**src/rtl/inst_fetch_queue_if.sv**
```systemverilog
// Fetch-unit bus: I-cache request/response channel plus the instruction-buffer
// output channel. The fetch unit is the master.
interface inst_fetch_queue_if #(
  parameter int unsigned FETCH_WIDTH = 4
);
  typedef struct packed {
    logic [31:0] inst;
    logic [31:0] pc;
  } fb_entry_t;

  logic                      core2icache_req_valid;
  logic                      core2icache_req_ready;
  logic [31:0]               core2icache_addr;
  logic [FETCH_WIDTH*32-1:0] icache2core_data;
  logic                      icache2core_data_valid;
  fb_entry_t [FETCH_WIDTH-1:0] insts_out;
  logic [FETCH_WIDTH-1:0]    insts_out_mask;
  logic                      insts_out_valid;
  logic                      insts_out_ready;

  modport master (
    output core2icache_req_valid,
    output core2icache_addr,
    input  core2icache_req_ready,
    input  icache2core_data,
    input  icache2core_data_valid,
    output insts_out,
    output insts_out_mask,
    output insts_out_valid,
    input  insts_out_ready
  );

  modport slave (
    input  core2icache_req_valid,
    input  core2icache_addr,
    output core2icache_req_ready,
    output icache2core_data,
    output icache2core_data_valid,
    input  insts_out,
    input  insts_out_mask,
    input  insts_out_valid,
    output insts_out_ready
  );
endinterface

```
**src/rtl/inst_fetch_queue.sv**
```systemverilog
// Fetch PC generator with credit-limited I-cache requests, a meta FIFO for
// in-flight blocks and an output queue feeding the instruction buffer.
module inst_fetch_queue #(
  parameter int unsigned FETCH_WIDTH     = 4,
  parameter int unsigned MAX_OUTSTANDING = 2,
  parameter int unsigned OUT_DEPTH       = 4,
  parameter logic [31:0] RESET_PC        = 32'h8000_0000
) (
  input  logic                           clock,
  input  logic                           reset_n,
  input  logic                           redirect_valid,
  input  logic [31:0]                    redirect_pc,
  input  logic                           pred_taken,
  input  logic [$clog2(FETCH_WIDTH)-1:0] pred_slot,
  input  logic [31:0]                    pred_target,
  inst_fetch_queue_if.master             bus
);
  localparam int unsigned OffW       = $clog2(FETCH_WIDTH);
  localparam int unsigned BlockBytes = FETCH_WIDTH * 4;
  localparam int unsigned DataW      = FETCH_WIDTH * 32;
  localparam int unsigned CntW       = $clog2(OUT_DEPTH + 1);
  localparam int unsigned SumW       = CntW + 1;
  localparam int unsigned QPtrW      = (OUT_DEPTH > 1) ? $clog2(OUT_DEPTH) : 1;
  localparam int unsigned MPtrW      = (MAX_OUTSTANDING > 1) ? $clog2(MAX_OUTSTANDING) : 1;

  logic [31:0]      pc_q, pc_d;
  logic [CntW-1:0]  outstanding_q, outstanding_d;
  logic [CntW-1:0]  drop_cnt_q, drop_cnt_d;
  logic [CntW-1:0]  q_count_q, q_count_d;
  logic [QPtrW-1:0] q_rd_q, q_rd_d, q_wr_q, q_wr_d;
  logic [MPtrW-1:0] m_rd_q, m_rd_d, m_wr_q, m_wr_d;

  logic [DataW-1:0]       q_data [OUT_DEPTH];
  logic [31:0]            q_pc   [OUT_DEPTH];
  logic [FETCH_WIDTH-1:0] q_mask [OUT_DEPTH];
  logic [31:0]            m_pc   [MAX_OUTSTANDING];
  logic [FETCH_WIDTH-1:0] m_mask [MAX_OUTSTANDING];

  logic [OffW-1:0]        offset;
  logic [31:0]            block_pc;
  logic [FETCH_WIDTH-1:0] fetch_mask;
  logic                   pred_eff;
  logic                   credit_ok;
  logic                   req_valid;
  logic                   accept;
  logic                   resp;
  logic                   push;
  logic                   pop;

  // Request side: block alignment, lane mask and the credit check.
  always_comb begin
    offset     = pc_q[OffW+1:2];
    block_pc   = pc_q & ~32'(BlockBytes - 1);
    // A taken slot before the start lane is a predictor error; fall through instead.
    pred_eff   = pred_taken && (pred_slot >= offset);
    fetch_mask = '0;
    for (int unsigned i = 0; i < FETCH_WIDTH; i++) begin
      fetch_mask[i] = (OffW'(i) >= offset) && (!pred_eff || (OffW'(i) <= pred_slot));
    end
    credit_ok = ({1'b0, outstanding_q} + {1'b0, q_count_q}) < SumW'(OUT_DEPTH);
    req_valid = reset_n && !redirect_valid && credit_ok &&
                (outstanding_q < CntW'(MAX_OUTSTANDING));
    accept    = req_valid && bus.core2icache_req_ready;
    resp      = bus.icache2core_data_valid && (outstanding_q != '0);
    push      = resp && (drop_cnt_q == '0) && !redirect_valid;
    pop       = (q_count_q != '0) && bus.insts_out_ready && !redirect_valid;
  end

  // Next-state for PC, counters and pointers.
  always_comb begin
    pc_d          = pc_q;
    outstanding_d = outstanding_q + CntW'(accept) - CntW'(resp);
    drop_cnt_d    = drop_cnt_q;
    q_count_d     = q_count_q + CntW'(push) - CntW'(pop);
    q_rd_d        = q_rd_q;
    q_wr_d        = q_wr_q;
    m_rd_d        = m_rd_q;
    m_wr_d        = m_wr_q;

    if (redirect_valid) begin
      pc_d = redirect_pc;
    end else if (accept) begin
      pc_d = pred_eff ? pred_target : block_pc + 32'(BlockBytes);
    end

    if (accept) begin
      m_wr_d = (m_wr_q == MPtrW'(MAX_OUTSTANDING - 1)) ? '0 : m_wr_q + MPtrW'(1);
    end
    if (resp) begin
      m_rd_d = (m_rd_q == MPtrW'(MAX_OUTSTANDING - 1)) ? '0 : m_rd_q + MPtrW'(1);
    end

    if (push) begin
      q_wr_d = (q_wr_q == QPtrW'(OUT_DEPTH - 1)) ? '0 : q_wr_q + QPtrW'(1);
    end
    if (pop) begin
      q_rd_d = (q_rd_q == QPtrW'(OUT_DEPTH - 1)) ? '0 : q_rd_q + QPtrW'(1);
    end

    if (redirect_valid) begin
      // Everything still in flight after this cycle's response is stale.
      drop_cnt_d = outstanding_q - CntW'(resp);
      q_count_d  = '0;
      q_rd_d     = '0;
      q_wr_d     = '0;
    end else if (resp && (drop_cnt_q != '0)) begin
      drop_cnt_d = drop_cnt_q - CntW'(1);
    end
  end

  always_ff @(posedge clock) begin
    if (!reset_n) begin
      pc_q          <= RESET_PC;
      outstanding_q <= '0;
      drop_cnt_q    <= '0;
      q_count_q     <= '0;
      q_rd_q        <= '0;
      q_wr_q        <= '0;
      m_rd_q        <= '0;
      m_wr_q        <= '0;
    end else begin
      pc_q          <= pc_d;
      outstanding_q <= outstanding_d;
      drop_cnt_q    <= drop_cnt_d;
      q_count_q     <= q_count_d;
      q_rd_q        <= q_rd_d;
      q_wr_q        <= q_wr_d;
      m_rd_q        <= m_rd_d;
      m_wr_q        <= m_wr_d;
    end
  end

  // Storage is never read while its occupancy count is zero, so it needs no reset.
  always_ff @(posedge clock) begin
    if (reset_n && accept) begin
      m_pc[m_wr_q]   <= block_pc;
      m_mask[m_wr_q] <= fetch_mask;
    end
    if (reset_n && push) begin
      q_data[q_wr_q] <= bus.icache2core_data;
      q_pc[q_wr_q]   <= m_pc[m_rd_q];
      q_mask[q_wr_q] <= m_mask[m_rd_q];
    end
  end

  always_comb begin
    bus.core2icache_req_valid = req_valid;
    bus.core2icache_addr      = pc_q;
    bus.insts_out_valid       = (q_count_q != '0);
    bus.insts_out_mask        = '0;
    bus.insts_out             = '0;
    if (q_count_q != '0) begin
      bus.insts_out_mask = q_mask[q_rd_q];
      for (int unsigned i = 0; i < FETCH_WIDTH; i++) begin
        bus.insts_out[i].inst = q_data[q_rd_q][32*i +: 32];
        bus.insts_out[i].pc   = q_pc[q_rd_q] + 32'(4 * i);
      end
    end
  end

  resp_without_request: assert property (@(posedge clock) disable iff (!reset_n)
    !(bus.icache2core_data_valid && (outstanding_q == '0)));

endmodule

```
**src/flat_wrapper.sv**
```systemverilog
// flat-port wrapper written by rule: the top's interface ports become plain ports
module inst_fetch_queue_flat 
#(
  parameter int unsigned FETCH_WIDTH     = 4,
  parameter int unsigned MAX_OUTSTANDING = 2,
  parameter int unsigned OUT_DEPTH       = 4,
  parameter logic [31:0] RESET_PC        = 32'h8000_0000
)
  (clock, reset_n, redirect_valid, redirect_pc, pred_taken, pred_slot, pred_target, bus_core2icache_req_valid, bus_core2icache_addr, bus_core2icache_req_ready, bus_icache2core_data, bus_icache2core_data_valid, bus_insts_out, bus_insts_out_mask, bus_insts_out_valid, bus_insts_out_ready);
  inst_fetch_queue_if #(.FETCH_WIDTH(FETCH_WIDTH)) bus_i ();
  input  logic clock;
  input  logic reset_n;
  input  logic redirect_valid;
  input  logic [31:0] redirect_pc;
  input  logic pred_taken;
  input  logic [$clog2(FETCH_WIDTH)-1:0] pred_slot;
  input  logic [31:0] pred_target;
  output wire logic [$bits(bus_i.core2icache_req_valid)-1:0] bus_core2icache_req_valid;
  output wire logic [$bits(bus_i.core2icache_addr)-1:0] bus_core2icache_addr;
  input wire logic [$bits(bus_i.core2icache_req_ready)-1:0] bus_core2icache_req_ready;
  input wire logic [$bits(bus_i.icache2core_data)-1:0] bus_icache2core_data;
  input wire logic [$bits(bus_i.icache2core_data_valid)-1:0] bus_icache2core_data_valid;
  output wire logic [$bits(bus_i.insts_out)-1:0] bus_insts_out;
  output wire logic [$bits(bus_i.insts_out_mask)-1:0] bus_insts_out_mask;
  output wire logic [$bits(bus_i.insts_out_valid)-1:0] bus_insts_out_valid;
  input wire logic [$bits(bus_i.insts_out_ready)-1:0] bus_insts_out_ready;
  assign bus_core2icache_req_valid = bus_i.core2icache_req_valid;
  assign bus_core2icache_addr = bus_i.core2icache_addr;
  assign bus_i.core2icache_req_ready = bus_core2icache_req_ready;
  assign bus_i.icache2core_data = bus_icache2core_data;
  assign bus_i.icache2core_data_valid = bus_icache2core_data_valid;
  assign bus_insts_out = bus_i.insts_out;
  assign bus_insts_out_mask = bus_i.insts_out_mask;
  assign bus_insts_out_valid = bus_i.insts_out_valid;
  assign bus_i.insts_out_ready = bus_insts_out_ready;
  inst_fetch_queue #(.FETCH_WIDTH(FETCH_WIDTH), .MAX_OUTSTANDING(MAX_OUTSTANDING), .OUT_DEPTH(OUT_DEPTH), .RESET_PC(RESET_PC)) u_core (.clock(clock), .reset_n(reset_n), .redirect_valid(redirect_valid), .redirect_pc(redirect_pc), .pred_taken(pred_taken), .pred_slot(pred_slot), .pred_target(pred_target), .bus(bus_i));
endmodule
```
**config.mk**
```make
export PLATFORM = sky130hd
export DESIGN_NAME = inst_fetch_queue_flat
export DESIGN_NICKNAME = d
export VERILOG_FILES = /design/src/rtl/inst_fetch_queue_if.sv /design/src/rtl/inst_fetch_queue.sv /design/src/flat_wrapper.sv
export SDC_FILE = /design/constraint.sdc
export NUM_CORES = 1
export LEC_CHECK = 0
export CELL_PAD_IN_SITES_DETAIL_PLACEMENT = 0
export CELL_PAD_IN_SITES_GLOBAL_PLACEMENT = 1
export CORE_ASPECT_RATIO = 1.5
export CORE_MARGIN = 5
export CORE_UTILIZATION = 46
export DETAILED_ROUTE_END_ITERATION = 12
export GPL_TIMING_DRIVEN = 0
export PLACE_DENSITY_LB_ADDON = 0.05
export SLEW_MARGIN = 20
export SYNTH_ARGS = -nofsm -noshare
export SYNTH_HDL_FRONTEND = slang
export SYNTH_SLANG_ARGS = --single-unit
```
**constraint.sdc**
```tcl
create_clock -name clock -period 6.6 [get_ports clock]
set_input_delay 0.66 -clock clock [delete_from_list [all_inputs] [get_ports clock]]
set_output_delay 0.66 -clock clock [all_outputs]
set_load 0.03 [all_outputs]
```
[Word level (Yosys, flattened, before mapping)]
Memory sizes are Yosys's and may differ from the RTL's. A register that Yosys moved wholly into a read port is not among the register bits.
Index checks and enable logic that the tools add are counted.
W data, S select, Z words.
Operators by class
  reduce and logical (&&, ||, !) cells: 30
  bitwise gates (word level): 1
  equal/unequal tests: 2
  $lt $le $gt $ge: 11
  add/subtract/negate cells: 15
  multiplexer cells: 25
Operator list (count)
  $mux W256: 1
  $mux W32: 3
  $add A32 B4 Y32 const B: 2
  $add A32 B3 Y32 const B: 1
  $add A32 B5 Y32 const B: 1
  $logic_and A1 B1 Y1: 17
  $mux W2: 8
  $mux W1: 10
  $reduce_bool A3 Y1: 3
  $sub A3 B1 Y3: 3
  $add A3 B1 Y3: 2
  $mux W3: 2
  $add A2 B1 Y2 const B: 2
  $add A3 B3 Y4: 1
  $eq A2 B2 Y1 const B: 2
  $ge A1 B2 Y1 const A: 2
  $ge A2 B2 Y1 const A: 2
  $le A1 B2 Y1 const A: 2
  $le A2 B2 Y1 const A: 2
  $logic_or A1 B1 Y1: 4
  $lt A4 B3 Y1 const B: 1
  $mux W4: 1
  $reduce_bool A2 Y1: 2
  $logic_not A3 Y1: 1
  other kinds (7): 9
Storage, ports and cells
  output and inout port bits: 294
  RAM bits: 720
  memories kept: 5
  word-level logic and storage cells: 97
  input bits: 201
  register bits after elaboration: 47
Memory list
  u_core.q_data: depth 4, bits a word 128, read ports 1, clocked after memory_dff 1, wr ports 1, line inst_fetch_queue.sv:33  | logic [DataW-1:0] q_data [OUT_DEPTH];
  u_core.q_pc: depth 4, bits a word 32, read ports 1, clocked after memory_dff 1, wr ports 1, line inst_fetch_queue.sv:34  | logic [31:0] q_pc [OUT_DEPTH];
  u_core.m_pc: depth 2, bits a word 28, read ports 1, clocked after memory_dff 1, wr ports 1, line inst_fetch_queue.sv:36  | logic [31:0] m_pc [MAX_OUTSTANDING];
  u_core.q_mask: depth 4, bits a word 4, read ports 1, clocked after memory_dff 1, wr ports 1, line inst_fetch_queue.sv:35  | logic [FETCH_WIDTH-1:0] q_mask [OUT_DEPTH];
  u_core.m_mask: depth 2, bits a word 4, read ports 1, clocked after memory_dff 1, wr ports 1, line inst_fetch_queue.sv:37  | logic [FETCH_WIDTH-1:0] m_mask [MAX_OUTSTANDING];

[Longest topological paths before layout]
  depth after elaboration: 8
  gate-level depth with buffers: 13
  mapped depth without buffers: 10

[Worst setup path after synthesis]
No wires, ideal clock.
  kind: input to register
  start point: in bus_icache2core_data_valid
  end point: mem u_core.q_data[2][0] (netlist name), enable pin
  data required time: 6.060 ns
  arrival: 5.216 ns
  setup slack: 0.844 ns
  path buffers: 0
  stages on the path: 3
  library setup time: 0.540 ns
  path through: o31a_1 -> nor3b_1 -> and3_1
On the way
  cells in the longest elaborated chain, start to end: 6
Ends and longest elaborated chain
  start, declared: line flat_wrapper.sv:22  | input wire logic [$bits(bus_i.icache2core_data_valid)-1:0] bus_icache2core_data_valid;
  $logic_and A1 B1 Y1: line inst_fetch_queue.sv:64  | resp = bus.icache2core_data_valid && (outstanding_q != '0);
  $logic_and A1 B1 Y1 (2 in series): line inst_fetch_queue.sv:65  | push = resp && (drop_cnt_q == '0) && !redirect_valid;
  $logic_and A1 B1 Y1: line inst_fetch_queue.sv:139  | if (reset_n && push) begin
  $mux W1: line inst_fetch_queue.sv:139
  $mux W1 (not written as such): line inst_fetch_queue.sv:140  | q_data[q_wr_q] <= bus.icache2core_data;
  end, declared: line inst_fetch_queue.sv:33
Every way passes these cells.

==> impl_summary.log <==
[metrics] Iteration-0 DRC Markers: 1,120
[metrics] Final Hold Viols: 0
[metrics] share of synthesized registers carrying an async set or reset: 0
[metrics] TritonCTS clock tree: yes
[metrics] startpoint of the most critical register-to-register path: u_core.outstanding_q[2]
[metrics] cell with the most instances after synthesis: sky130_fd_sc_hd__edfxtp_1
[metrics] number of enable flip-flop cells after synthesis: 704
[metrics] worst hold path class: register to register
[metrics] warnings from Yosys: 0
[metrics] outcome: completed
[metrics] post-route cell area: approximately 39,000 µm²
[metrics] via count of the first global-routing pass: 18,000
[metrics] CTS Buffer Depth: 3
[metrics] post-CTS setup-driven buffer insertion count: 0
[metrics] global placer's final weighted congestion: 0.848
[metrics] maximum VDD drop: 0.244 mV
[metrics] Synth-to-Final Area Change: 29.4%
[metrics] power per cell area: 282 nW/µm²
[metrics] first-pass GRT wire length: approximately 110,000 µm
[metrics] share of layout cells above drive strength 1: 0.204
[metrics] Max Clock Freq: 212 MHz
[metrics] maximum number of pins on one net before global-route repair: between 40 and 50
[metrics] RSZ-0062 raised after global routing: no
[metrics] worst r2r dst: u_core.m_mask[1][1]
[metrics] number of instances in the synthesized netlist: approximately 1,600
[metrics] cells resized by post-CTS repair: 0
[metrics] fin cells: 3,159
[metrics] post-synthesis sequential area ratio: 0.729
[metrics] number of top-level design ports: approximately 500
[metrics] cell area after synthesis: a little over 30,000 µm²
[metrics] worst reg-to-reg setup slack: approximately 3100 ps
[metrics] count of vias placed by the detailed router: 16,900
[metrics] worst hold slack after final layout: about 500 ps
[metrics] flip-flop and latch count after synthesis: 754
[metrics] total iterations of the first detailed-routing run: 5
[metrics] crit path setup slack, layout: roughly 1900 ps
[metrics] wire per inst: between 20 and 25 µm
[metrics] endpoint with the worst hold slack: u_core.q_rd_q[1]
[metrics] Crit path required time: 5940 ps
[metrics] final antenna-violating net count: 0
[metrics] aggregate global routing overflow: 0
[metrics] Inserted Clock Buffers: 71
[metrics] fin crit period: roughly 4700 ps
[metrics] type of the worst setup path: register to primary output
[metrics] number of nets at the end of the flow: 2,435
[metrics] total leakage power: about 13 nW
[metrics] quantity of I/O buffers inserted on ports: 481
[metrics] Slew HR: 0.288
[metrics] most frequent cells after synthesis: sky130_fd_sc_hd__edfxtp_1 (704), sky130_fd_sc_hd__and2_1 (166), sky130_fd_sc_hd__mux4_2 (160)
[metrics] category of the worst setup path launch point: register
[metrics] transition time of the tightest slew-check pin: between 1000 and 1500 ps
[metrics] biggest area contributors in the synthesized netlist: sky130_fd_sc_hd__edfxtp_1 (70%), sky130_fd_sc_hd__mux4_2 (12%), sky130_fd_sc_hd__and2_1 (3.4%)
[metrics] final HPWL from detailed placement: 53,800 µm
[metrics] source of the worst hold timing path: u_core.q_rd_q[1]
[metrics] Synth Flop Type: sky130_fd_sc_hd__edfxtp_1
[metrics] final count of pins violating max slew: 0
[metrics] synthesized area per cell: 18.6 µm²
[metrics] Post-Route Skew: 15.0 ps
[metrics] Die Y: 325 µm
[metrics] post-layout util: 0.600
[metrics] cts-stage hold buffer count: 0
[metrics] DIE WIDTH: 220 µm
[metrics] htree depth: 3
[metrics] post-layout total power: about 11 mW
[metrics] clock insertion delay at the later pin of the skew report: 600 ps
[metrics] top cell type's share of synthesized area: 0.696
[metrics] vias per std cell: about 5.3
[metrics] number of DRC violations after detailed routing: 0
[metrics] R2R depth: 9
[metrics] clock input transition at the sequential cells of the worst setup and hold paths: 60 ps
[metrics] Starting Density: 0.464
[metrics] sum of negative setup slack: 0 ps
[metrics] Total Routing Usage GR: 0.214
[metrics] Root Driver: sky130_fd_sc_hd__clkbuf_16
[metrics] worst-path maximum fanout: 10
[metrics] post-synth top area cell: sky130_fd_sc_hd__edfxtp_1
[metrics] Total Die Area: 71,400 µm²
[metrics] number of placed instances with taps included: 3,017
[metrics] number of setup violations in the final report: 0
[metrics] number of standard-cell rows in the floorplan: about 120
[metrics] crit end category: primary output
[metrics] distinct cell type count of the synthesized netlist: 64
[metrics] total detailed-routing wirelength: about 77,000 µm
[metrics] number of cells traversed by the worst hold path: 2
[metrics] core box area: 65,500 µm²
[metrics] number of antenna violations at the first check in global routing: 17
[metrics] share of the clock period used by the worst path after layout: 0.715
[metrics] max capacitance violation total: 0
[metrics] post-placement cell area: 36,800 µm²
[metrics] pre-CTS worst setup slack: 2280 ps
[metrics] clock sink total: between 700 and 800
[metrics] worst path arrival time: 4060 ps
state kept, by name, summed over array words and instances (netlist names), named ones only:
| name | flops |
|---|---|
| u_core.drop_cnt_q | 3 |
| u_core.m_rd_q | 1 |
| u_core.outstanding_q | 3 |
| u_core.bus.core2icache_addr | 32 |
| u_core.m_wr_q | 1 |
| u_core.q_count_q | 3 |
| u_core.q_wr_q | 2 |
| u_core.q_mask | 16 |
| u_core.q_rd_q | 2 |
| u_core.m_mask | 8 |
| u_core.q_pc | 112 |
| u_core.m_pc | 56 |
| u_core.q_data | 512 |
cell type report:
class	count	area, µm²
Fill cell	4942	26200
Sequential cell	754	22100
Multi-Input combinational cell	679	7110
Timing Repair Buffer	499	5270
Clock buffer	89	1930
Buffer	185	1100
Tap cell	877	1100
Clock inverter	41	533
Inverter	23	86.3
Antenna cell	12	30.0
worst max-delay path by stage:
stage | depth (start not counted) | to | slack (ps)
floorplan | 3 | u_core.q_data[2][0] | 840
global placement | 4 | u_core.q_data[0][78] | -3430
detailed placement | 6 | bus_insts_out[162] | 2280
CTS | 6 | bus_insts_out[162] | 1610
global route | 6 | bus_insts_out[240] | 1570
finish | 6 | bus_insts_out[162] | 1880
cells by family (layout without fill, tap and decap cells):
kind of cell               count (synthesis)  count (layout)  share of synthesized area
DFF                                      754             754                      0.729
and+or+nand+nor                          326             326                     0.0616
buffers and inverters                    208             837                     0.0390
muxes                                    198             198                      0.133
AOI/OAI and AO/OA                        104             104                     0.0232
adders and majority gates                 21              21                    0.00915
xor gates and xnor gates                  18              18                    0.00519
other                                      1              24                   0.000123
routing by layer:
metal	wire length (µm)	GRT usage
met2	40000	0.370
met1	28900	0.259
met3	5450	0.0533
met5	76	0
met4	2700	0.0816
power by group:
part	switching (mW)	leakage, nW	internal, mW
clock network	1.73	1.19	2.56
registers	0.0757	6.75	5.40
logic	0.724	4.86	0.579
cell usage in the layout (no fill, tap or decap), drive strengths merged, types with 16 or more instances in the layout:
cell type | Yosys | layout
clkdlybuf4s50 | 0 | 481
buf | 131 | 149
a21oi | 16 | 16
o21ai | 28 | 28
inv | 22 | 26
ha | 19 | 19
clkinv | 1 | 20
edfxtp | 704 | 704
nand3 | 23 | 23
nand2 | 32 | 32
mux2 | 35 | 35
clkbuf | 54 | 143
mux4 | 160 | 160
and2 | 166 | 166
nor3 | 21 | 21
dfxtp | 50 | 50
nor2 | 38 | 38
worst max-delay path, cell delays in order (launching register included):
cell and delay [ps]:
sky130_fd_sc_hd__dfxtp_1 300, sky130_fd_sc_hd__clkbuf_1 510, sky130_fd_sc_hd__clkbuf_1 760, sky130_fd_sc_hd__buf_2 490, sky130_fd_sc_hd__mux4_2 560, sky130_fd_sc_hd__and2_1 170
sky130_fd_sc_hd__clkdlybuf4s50_1 650
Power figures use the tool's default switching activity.
